$ cat config.mk
export PLATFORM = sky130hd
export DESIGN_NAME = cpu_controller
export DESIGN_NICKNAME = d
export VERILOG_FILES = /design/src/rtl/cpu_pkg.sv /design/src/rtl/instr_dec.sv /design/src/rtl/cpu_controller.sv
export SDC_FILE = /design/constraint.sdc
export NUM_CORES = 1
export LEC_CHECK = 0
export ABC_AREA = 1
export CORE_MARGIN = 2
export CORE_UTILIZATION = 43
export DETAILED_ROUTE_END_ITERATION = 10
export HOLD_SLACK_MARGIN = 0.02
export PLACE_DENSITY = 0.88
export SLEW_MARGIN = 25
export SYNTH_ARGS = -nofsm -noshare
export SYNTH_HDL_FRONTEND = slang
export SYNTH_SLANG_ARGS = --single-unit
$ cat constraint.sdc
create_clock -name clk -period 1.6 [get_ports clk]
set_input_delay 0.32 -clock clk [delete_from_list [all_inputs] [get_ports clk]]
set_output_delay 0.32 -clock clk [all_outputs]
set_load 0.05 [all_outputs]
$ cat src/rtl/cpu_pkg.sv
// Shared types and encodings for the instruction-sequencing controller.
package cpu_pkg;

  localparam int unsigned OPC_W  = 3;
  localparam int unsigned OP_W   = 2;
  localparam int unsigned NSEL_W = 3;
  localparam int unsigned VSEL_W = 2;

  localparam logic [OPC_W-1:0] OPC_MOVE = 3'b110;
  localparam logic [OPC_W-1:0] OPC_ALU  = 3'b101;

  localparam logic [OP_W-1:0] OP_MOV  = 2'b00;
  localparam logic [OP_W-1:0] OP_MOVI = 2'b10;
  localparam logic [OP_W-1:0] OP_ADD  = 2'b00;
  localparam logic [OP_W-1:0] OP_CMP  = 2'b01;
  localparam logic [OP_W-1:0] OP_AND  = 2'b10;
  localparam logic [OP_W-1:0] OP_MVN  = 2'b11;

  localparam logic [NSEL_W-1:0] NSEL_NONE = 3'b000;
  localparam logic [NSEL_W-1:0] NSEL_RN   = 3'b100;
  localparam logic [NSEL_W-1:0] NSEL_RD   = 3'b010;
  localparam logic [NSEL_W-1:0] NSEL_RM   = 3'b001;

  localparam logic [VSEL_W-1:0] VSEL_C    = 2'b00;
  localparam logic [VSEL_W-1:0] VSEL_IMM8 = 2'b01;

  typedef enum logic [2:0] {
    ST_WAIT   = 3'd0,
    ST_DECODE = 3'd1,
    ST_GET_A  = 3'd2,
    ST_GET_B  = 3'd3,
    ST_EXEC   = 3'd4,
    ST_WR_REG = 3'd5,
    ST_WR_IMM = 3'd6
  } state_e;

  typedef enum logic [2:0] {
    CLS_ILLEGAL = 3'd0,
    CLS_MOVI    = 3'd1,
    CLS_MOV     = 3'd2,
    CLS_ADD     = 3'd3,
    CLS_CMP     = 3'd4,
    CLS_AND     = 3'd5,
    CLS_MVN     = 3'd6
  } instr_class_e;

endpackage

$ cat src/rtl/instr_dec.sv
// Combinational opcode/op classifier; anything unrecognised is ILLEGAL.
module instr_dec
  import cpu_pkg::*;
(
  input  logic [OPC_W-1:0] i_opcode,
  input  logic [OP_W-1:0]  i_op,
  output instr_class_e     o_class
);

  always_comb begin
    o_class = CLS_ILLEGAL;
    if (i_opcode == OPC_MOVE) begin
      case (i_op)
        OP_MOVI: o_class = CLS_MOVI;
        OP_MOV:  o_class = CLS_MOV;
        default: o_class = CLS_ILLEGAL;
      endcase
    end else if (i_opcode == OPC_ALU) begin
      case (i_op)
        OP_ADD:  o_class = CLS_ADD;
        OP_CMP:  o_class = CLS_CMP;
        OP_AND:  o_class = CLS_AND;
        default: o_class = CLS_MVN;
      endcase
    end
  end

endmodule

$ cat src/rtl/cpu_controller.sv
// Moore sequencer driving register-file and datapath strobes for one
// instruction at a time; opcode/op are captured when the start strobe is taken.
module cpu_controller
  import cpu_pkg::*;
(
  input  logic              clk,
  input  logic              reset_n,
  input  logic              s,
  input  logic [OPC_W-1:0]  opcode,
  input  logic [OP_W-1:0]   op,
  output logic              w,
  output logic [NSEL_W-1:0] nsel,
  output logic [VSEL_W-1:0] vsel,
  output logic              write,
  output logic              loada,
  output logic              loadb,
  output logic              loadc,
  output logic              loads,
  output logic              asel,
  output logic              bsel
);

  state_e           r_state;
  state_e           w_next_state;
  logic [OPC_W-1:0] r_opcode;
  logic [OP_W-1:0]  r_op;
  instr_class_e     w_class;

  instr_dec u_instr_dec (
    .i_opcode (r_opcode),
    .i_op     (r_op),
    .o_class  (w_class)
  );

  // Instruction fields are frozen at the start edge so later IR changes are ignored.
  always_ff @(posedge clk or negedge reset_n) begin
    if (!reset_n) begin
      r_opcode <= '0;
      r_op     <= '0;
    end else if (r_state == ST_WAIT && s) begin
      r_opcode <= opcode;
      r_op     <= op;
    end
  end

  always_ff @(posedge clk or negedge reset_n) begin
    if (!reset_n) r_state <= ST_WAIT;
    else          r_state <= w_next_state;
  end

  always_comb begin
    w_next_state = r_state;
    case (r_state)
      ST_WAIT: if (s) w_next_state = ST_DECODE;
      ST_DECODE: begin
        case (w_class)
          CLS_MOVI:                  w_next_state = ST_WR_IMM;
          CLS_ADD, CLS_CMP, CLS_AND: w_next_state = ST_GET_A;
          CLS_MOV, CLS_MVN:          w_next_state = ST_GET_B;
          default:                   w_next_state = ST_WAIT;
        endcase
      end
      ST_GET_A:  w_next_state = ST_GET_B;
      ST_GET_B:  w_next_state = ST_EXEC;
      ST_EXEC:   w_next_state = (w_class == CLS_CMP) ? ST_WAIT : ST_WR_REG;
      ST_WR_REG: w_next_state = ST_WAIT;
      ST_WR_IMM: w_next_state = ST_WAIT;
      default:   w_next_state = ST_WAIT;
    endcase
  end

  always_comb begin
    w     = 1'b0;
    nsel  = NSEL_NONE;
    vsel  = VSEL_C;
    write = 1'b0;
    loada = 1'b0;
    loadb = 1'b0;
    loadc = 1'b0;
    loads = 1'b0;
    asel  = 1'b0;
    bsel  = 1'b0;
    case (r_state)
      ST_WAIT: w = 1'b1;
      ST_GET_A: begin
        nsel  = NSEL_RN;
        loada = 1'b1;
      end
      ST_GET_B: begin
        nsel  = NSEL_RM;
        loadb = 1'b1;
      end
      ST_EXEC: begin
        loadc = 1'b1;
        asel  = (w_class == CLS_MOV) || (w_class == CLS_MVN);
        loads = (w_class == CLS_CMP);
      end
      ST_WR_REG: begin
        nsel  = NSEL_RD;
        vsel  = VSEL_C;
        write = 1'b1;
      end
      ST_WR_IMM: begin
        nsel  = NSEL_RN;
        vsel  = VSEL_IMM8;
        write = 1'b1;
      end
      default: ;
    endcase
  end

endmodule

# After elaboration in Yosys (flattened, before gate mapping)
# Index checks and enable logic that the tools add are counted.
dict set report word_totals {
  wordCells 45
  reg_bits 8
  in_bits 8
}
dict set report classes {
  reduce_logical 8
  eq_ne 17
  muxes 17
}
# cell count
set op_table {}
lappend op_table {{$pmux W3 S3} 3}
lappend op_table {{$eq A3 B3 Y1 const B} 8}
lappend op_table {{$pmux W3 S5} 1}
lappend op_table {{$eq A3 B2 Y1 const B} 4}
lappend op_table {{$mux W3} 4}
lappend op_table {{$mux W1} 8}
lappend op_table {{$eq A3 B1 Y1 const B} 2}
lappend op_table {{$reduce_or A2 Y1} 3}
lappend op_table {{$pmux W2 S2} 1}
lappend op_table {{$logic_not A3 Y1} 1}
lappend op_table {{$reduce_or A3 Y1} 1}
lappend op_table {{$eq A2 B1 Y1 const B} 1}
lappend op_table {{$eq A2 B2 Y1 const B} 1}
lappend op_table {{$logic_not A2 Y1} 1}
lappend op_table {{$ne A2 B2 Y1 const B} 1}
lappend op_table {{$logic_and A1 B1 Y1} 1}
lappend op_table {{$logic_or A1 B1 Y1} 1}

# Depth between registers and ports, before layout
dict set report depth {
  depth_word 8
  depth_mapped 11
}

# Modules after synthesis
# Synthesis repeated with hierarchy kept, for this count alone.
dict set report unflattened {
  hier_cells 84
  hier_area_um2 596.8
}
# mod cells_each n_inst seq_area_each_um2 area_per_inst_um2
set modules_own_cells {}
lappend modules_own_cells {cpu_controller 65 1 200.2 488.0}
lappend modules_own_cells {instr_dec 19 1 0.0 108.9}

# Worst setup path after synthesis
# OpenSTA, ideal clock, no wires.
dict set report synth_timing {
  kind {register -> output}
  from {register r_state[0]}
  to {output write}
  stages_incl_launch_ff 4
  t_arrival_ns 2.090
  required_time_ns 1.280
  setup_slack_ns -0.810
  cell_sequence {dfrtp_1 nor2_1 inv_1 a21oi_1}
}
dict set report synth_via {
  elab_chain_len 3
}
# element line
set synth_lines {}
lappend synth_lines {{start, declared} cpu_controller.sv:23} ;# state_e r_state;
lappend synth_lines {{start signal, assigned} cpu_controller.sv:48} ;# else r_state <= w_next_state;
lappend synth_lines {{$eq A3 B3 Y1} cpu_controller.sv:83} ;# case (r_state)
lappend synth_lines {{$reduce_or A2 Y1 (no line) *} -}
lappend synth_lines {{$mux W1 *} cpu_controller.sv:83}
lappend synth_lines {{end, declared} cpu_controller.sv:14} ;# output logic write,
# Mark *: on every way between the ends. The rest lies on a longest branch, timed or not.

# Final worst setup path
dict set report layout_timing {
  from {register r_op[1]}
  to {output loads}
}
dict set report layout_via {
  elab_chain_len 6
}
# element line
set layout_lines {}
lappend layout_lines {{start, declared} cpu_controller.sv:26} ;# logic [OP_W-1:0] r_op;
lappend layout_lines {{start signal, assigned} cpu_controller.sv:42} ;# r_op <= op;
lappend layout_lines {{$eq A2 B2 Y1, or another cell as far along} {instr_dec.sv:13, instr_dec.sv:19}}
lappend layout_lines {{$pmux W3 S3} instr_dec.sv:19} ;# case (i_op)
lappend layout_lines {{$mux W3} instr_dec.sv:18} ;# end else if (i_opcode == OPC_ALU) begin
lappend layout_lines {{$mux W3 *} instr_dec.sv:12} ;# if (i_opcode == OPC_MOVE) begin
lappend layout_lines {{$eq A3 B3 Y1 *} cpu_controller.sv:96} ;# loads = (w_class == CLS_CMP);
lappend layout_lines {{$mux W1 *} cpu_controller.sv:83}
lappend layout_lines {{end, declared} cpu_controller.sv:18} ;# output logic loads,
# Marks and branches as above.

==> results.tsv <==
metric	value	unit
status	complete, but fails checks	
failing checks	setup timing	
startpoint types	register	
RD Place Congestion	0.721	
Reg clk slew, reported paths	0.06	ns
yosys warns	0	
crit path cell chain	inv_2 -> ha_4 -> inv_2 -> nand2_2 -> nand2_4 -> nor2_4 -> nand2_2 -> nor2_4 -> buf_12	
Pleak	0.000502	uW
Tmin final	1.94	ns
Die H	41.4	um
maxcap violations	0	
max incr delay on CP	0.38	ns
Sink Count	8	
Data required, critical path	1.28	ns
pwr dens	1850	mW/mm^2
cts hold-fix bufs	0	
sequential area share after synthesis	0.333	
Crit Path Class	reg2out	
crit path DAT	1.62	ns
share of the synthesized area in the top cell type	0.333	
Max Buffers Root-to-Sink	2	
cell family with most CP delay	simple AND/OR/NAND/NOR gates	
Max Fclk	515	MHz
ANT cells	0	
vias in the first global route	605	
peak supply drop	0.00110	V
leading area contributor after synthesis	dfrtp_1	
area of the mapped netlist	602	sq um
synth unique cells	22	
H-tree level count	1	
Pre-antenna DRT Iters	4	
Via density	4.91	
top cells by area, synth	dfrtp_1 33%, inv_1 6.9%, ha_1 6.2%, nand2_2 6.2%, nor2_1 6.2%	
layout cells sized above 1	0.627	
residual DRC count	0	
pre-CTS setup slack	-0.106	ns
most common cell after layout, fill and taps aside	buf_12	
TNS Setup	-0.737	ns
nets@finish	122	
final WL	1710	um
Die W	41.4	um
Worst setup EP type	output port	
# rows	13	
core area	0.00130	sq mm
Initial Util	0.462	
wire length per cell	13.7	um
Fin Hold WS	0.330	ns
synthesized flop and latch total	8	
initial antenna violation count	0	
Area Overhead vs Synth	90.9	%
I/O Buffers	18	
cell count after synthesis	77	
CP max stage cell	dfrtp_1	
total die area	0.00171	sq mm
Worst Clk Skew	0.0153	ns
drt initial violations	13	
worst setup margin	-0.343	ns
root buffer cell	clkbuf_4	
commonest cells after routing, fill and taps aside	11 x buf_12, 10 x buf_4, 9 x inv_2	
HP Class	in2async	
largest net degree at the start of global routing	9	
max-slew violation count	0	
Clk Latency, worst-skew pair	0.26	ns
Hold Fails Final Rpt	0	
CTS tree	done	
Routed Antenna Nets	0	
dpl hpwl	1190	um
first-pass GRT wire length	2610	um
total CTS buffers	3	
DR vias	614	
Mapped Avg Cell Area	7.82	sq um
reg2reg path depth	10	
largest fanout on the critical path	3	
Buffers & Inverters on Critical Path	3	
Crit path depth	9	
FF-to-FF setup slack	0.03	ns
Boundary Pins	21	
final period utilization	1.21	
Setup Viol. Count Final	5	
Overflow after GRT	0	
unrepaired setup endpoints after global routing	yes	
gr usage total	0.199	
-- worst paths after layout --
path                                            to                     from
max                                          loads      r_op[1]$_DFFE_PN0P_
min                        r_opcode[0]$_DFFE_PN0P_                  reset_n
max reg2reg                 r_state[0]$_DFFE_PN0P_      r_op[0]$_DFFE_PN0P_
min reg2reg                r_opcode[0]$_DFFE_PN0P_  r_opcode[0]$_DFFE_PN0P_
max in group asynchronous   r_state[0]$_DFFE_PN0P_                  reset_n
min in group clk           r_opcode[0]$_DFFE_PN0P_  r_opcode[0]$_DFFE_PN0P_
-- report_power, final --
| group | total (uW) | internal [uW] | switching [uW] |
|---|---|---|---|
| combinational | 1560 | 686 | 873 |
| clock | 170 | 95.6 | 74.1 |
| sequential | 395 | 297 | 98.8 |
-- cells by family after synthesis --
family                   after synthesis  synth area share
flip-flops                             8             0.333
adder cells (fa/ha/maj)                3            0.0624
multiplexers                           2            0.0499
buffers and inverters                 19             0.137
AO/OA/AOI/OAI                          6            0.0561
other                                  1           0.00623
AND/OR/NAND/NOR                       38             0.356
-- cell type report --
| cell class | instances | area (sq um) |
|---|---|---|
| inverter | 16 | 65.1 |
| sequential | 8 | 203 |
| tap | 15 | 18.8 |
| fill | 65 | 153 |
| multi-input combinational | 51 | 437 |
| clock buffer | 4 | 26.3 |
| timing repair buffer | 31 | 399 |
-- layer usage --
layer  track usage  part of all wire  vias up  wire [um]
li1              -                 -      303          -
met1         0.200              0.35      284        592
met2         0.388              0.60       25       1030
met3        0.0522             0.048        2         83
met4        0.0645            0.0047        0          8
met5             0                 0        -          0
-- synth_stat cells, drive strengths merged --
cell type   n
a21oi       5
clkinv      1
nand3b      1
mux2        2
ha          3
nor3        3
buf         3
conb        1
nor2       14
nand2      14
inv        15
o21ai       1
nand3       3
nand4       3
dfrtp       8
-- metrics by stage --
| step | utilization | instance area [sq um] | instances | total power, uW |
|---|---|---|---|---|
| 6_report | 0.883 | 1150 | 125 | 2120 |
| 4_1_cts | 0.849 | 1100 | 121 | 2010 |
| 3_3_place_gp | 0.772 | 1000 | 115 | 1610 |
| 5_1_grt | 0.883 | 1150 | 125 | 2240 |
| 2_1_floorplan | - | 669 | 78 | 1190 |
| 3_5_place_dp | 0.772 | 1000 | 115 | 1670 |
-- state kept, by name, indices dropped and copies added, names as in the netlist --
| signal | count |
|---|---|
| r_op | 2 |
| r_state | 3 |
| r_opcode | 3 |
-- what timing repair did --
action | in CTS | in global routing
hold endpoints to repair | 0 | 0
pin swaps | 8 | 4
setup buffers | 2 | 4
endpoints found under the setup margin | 7 | 8
gates resized for setup | 21 | 4
Note: power is estimated with default switching activity, not from simulation.
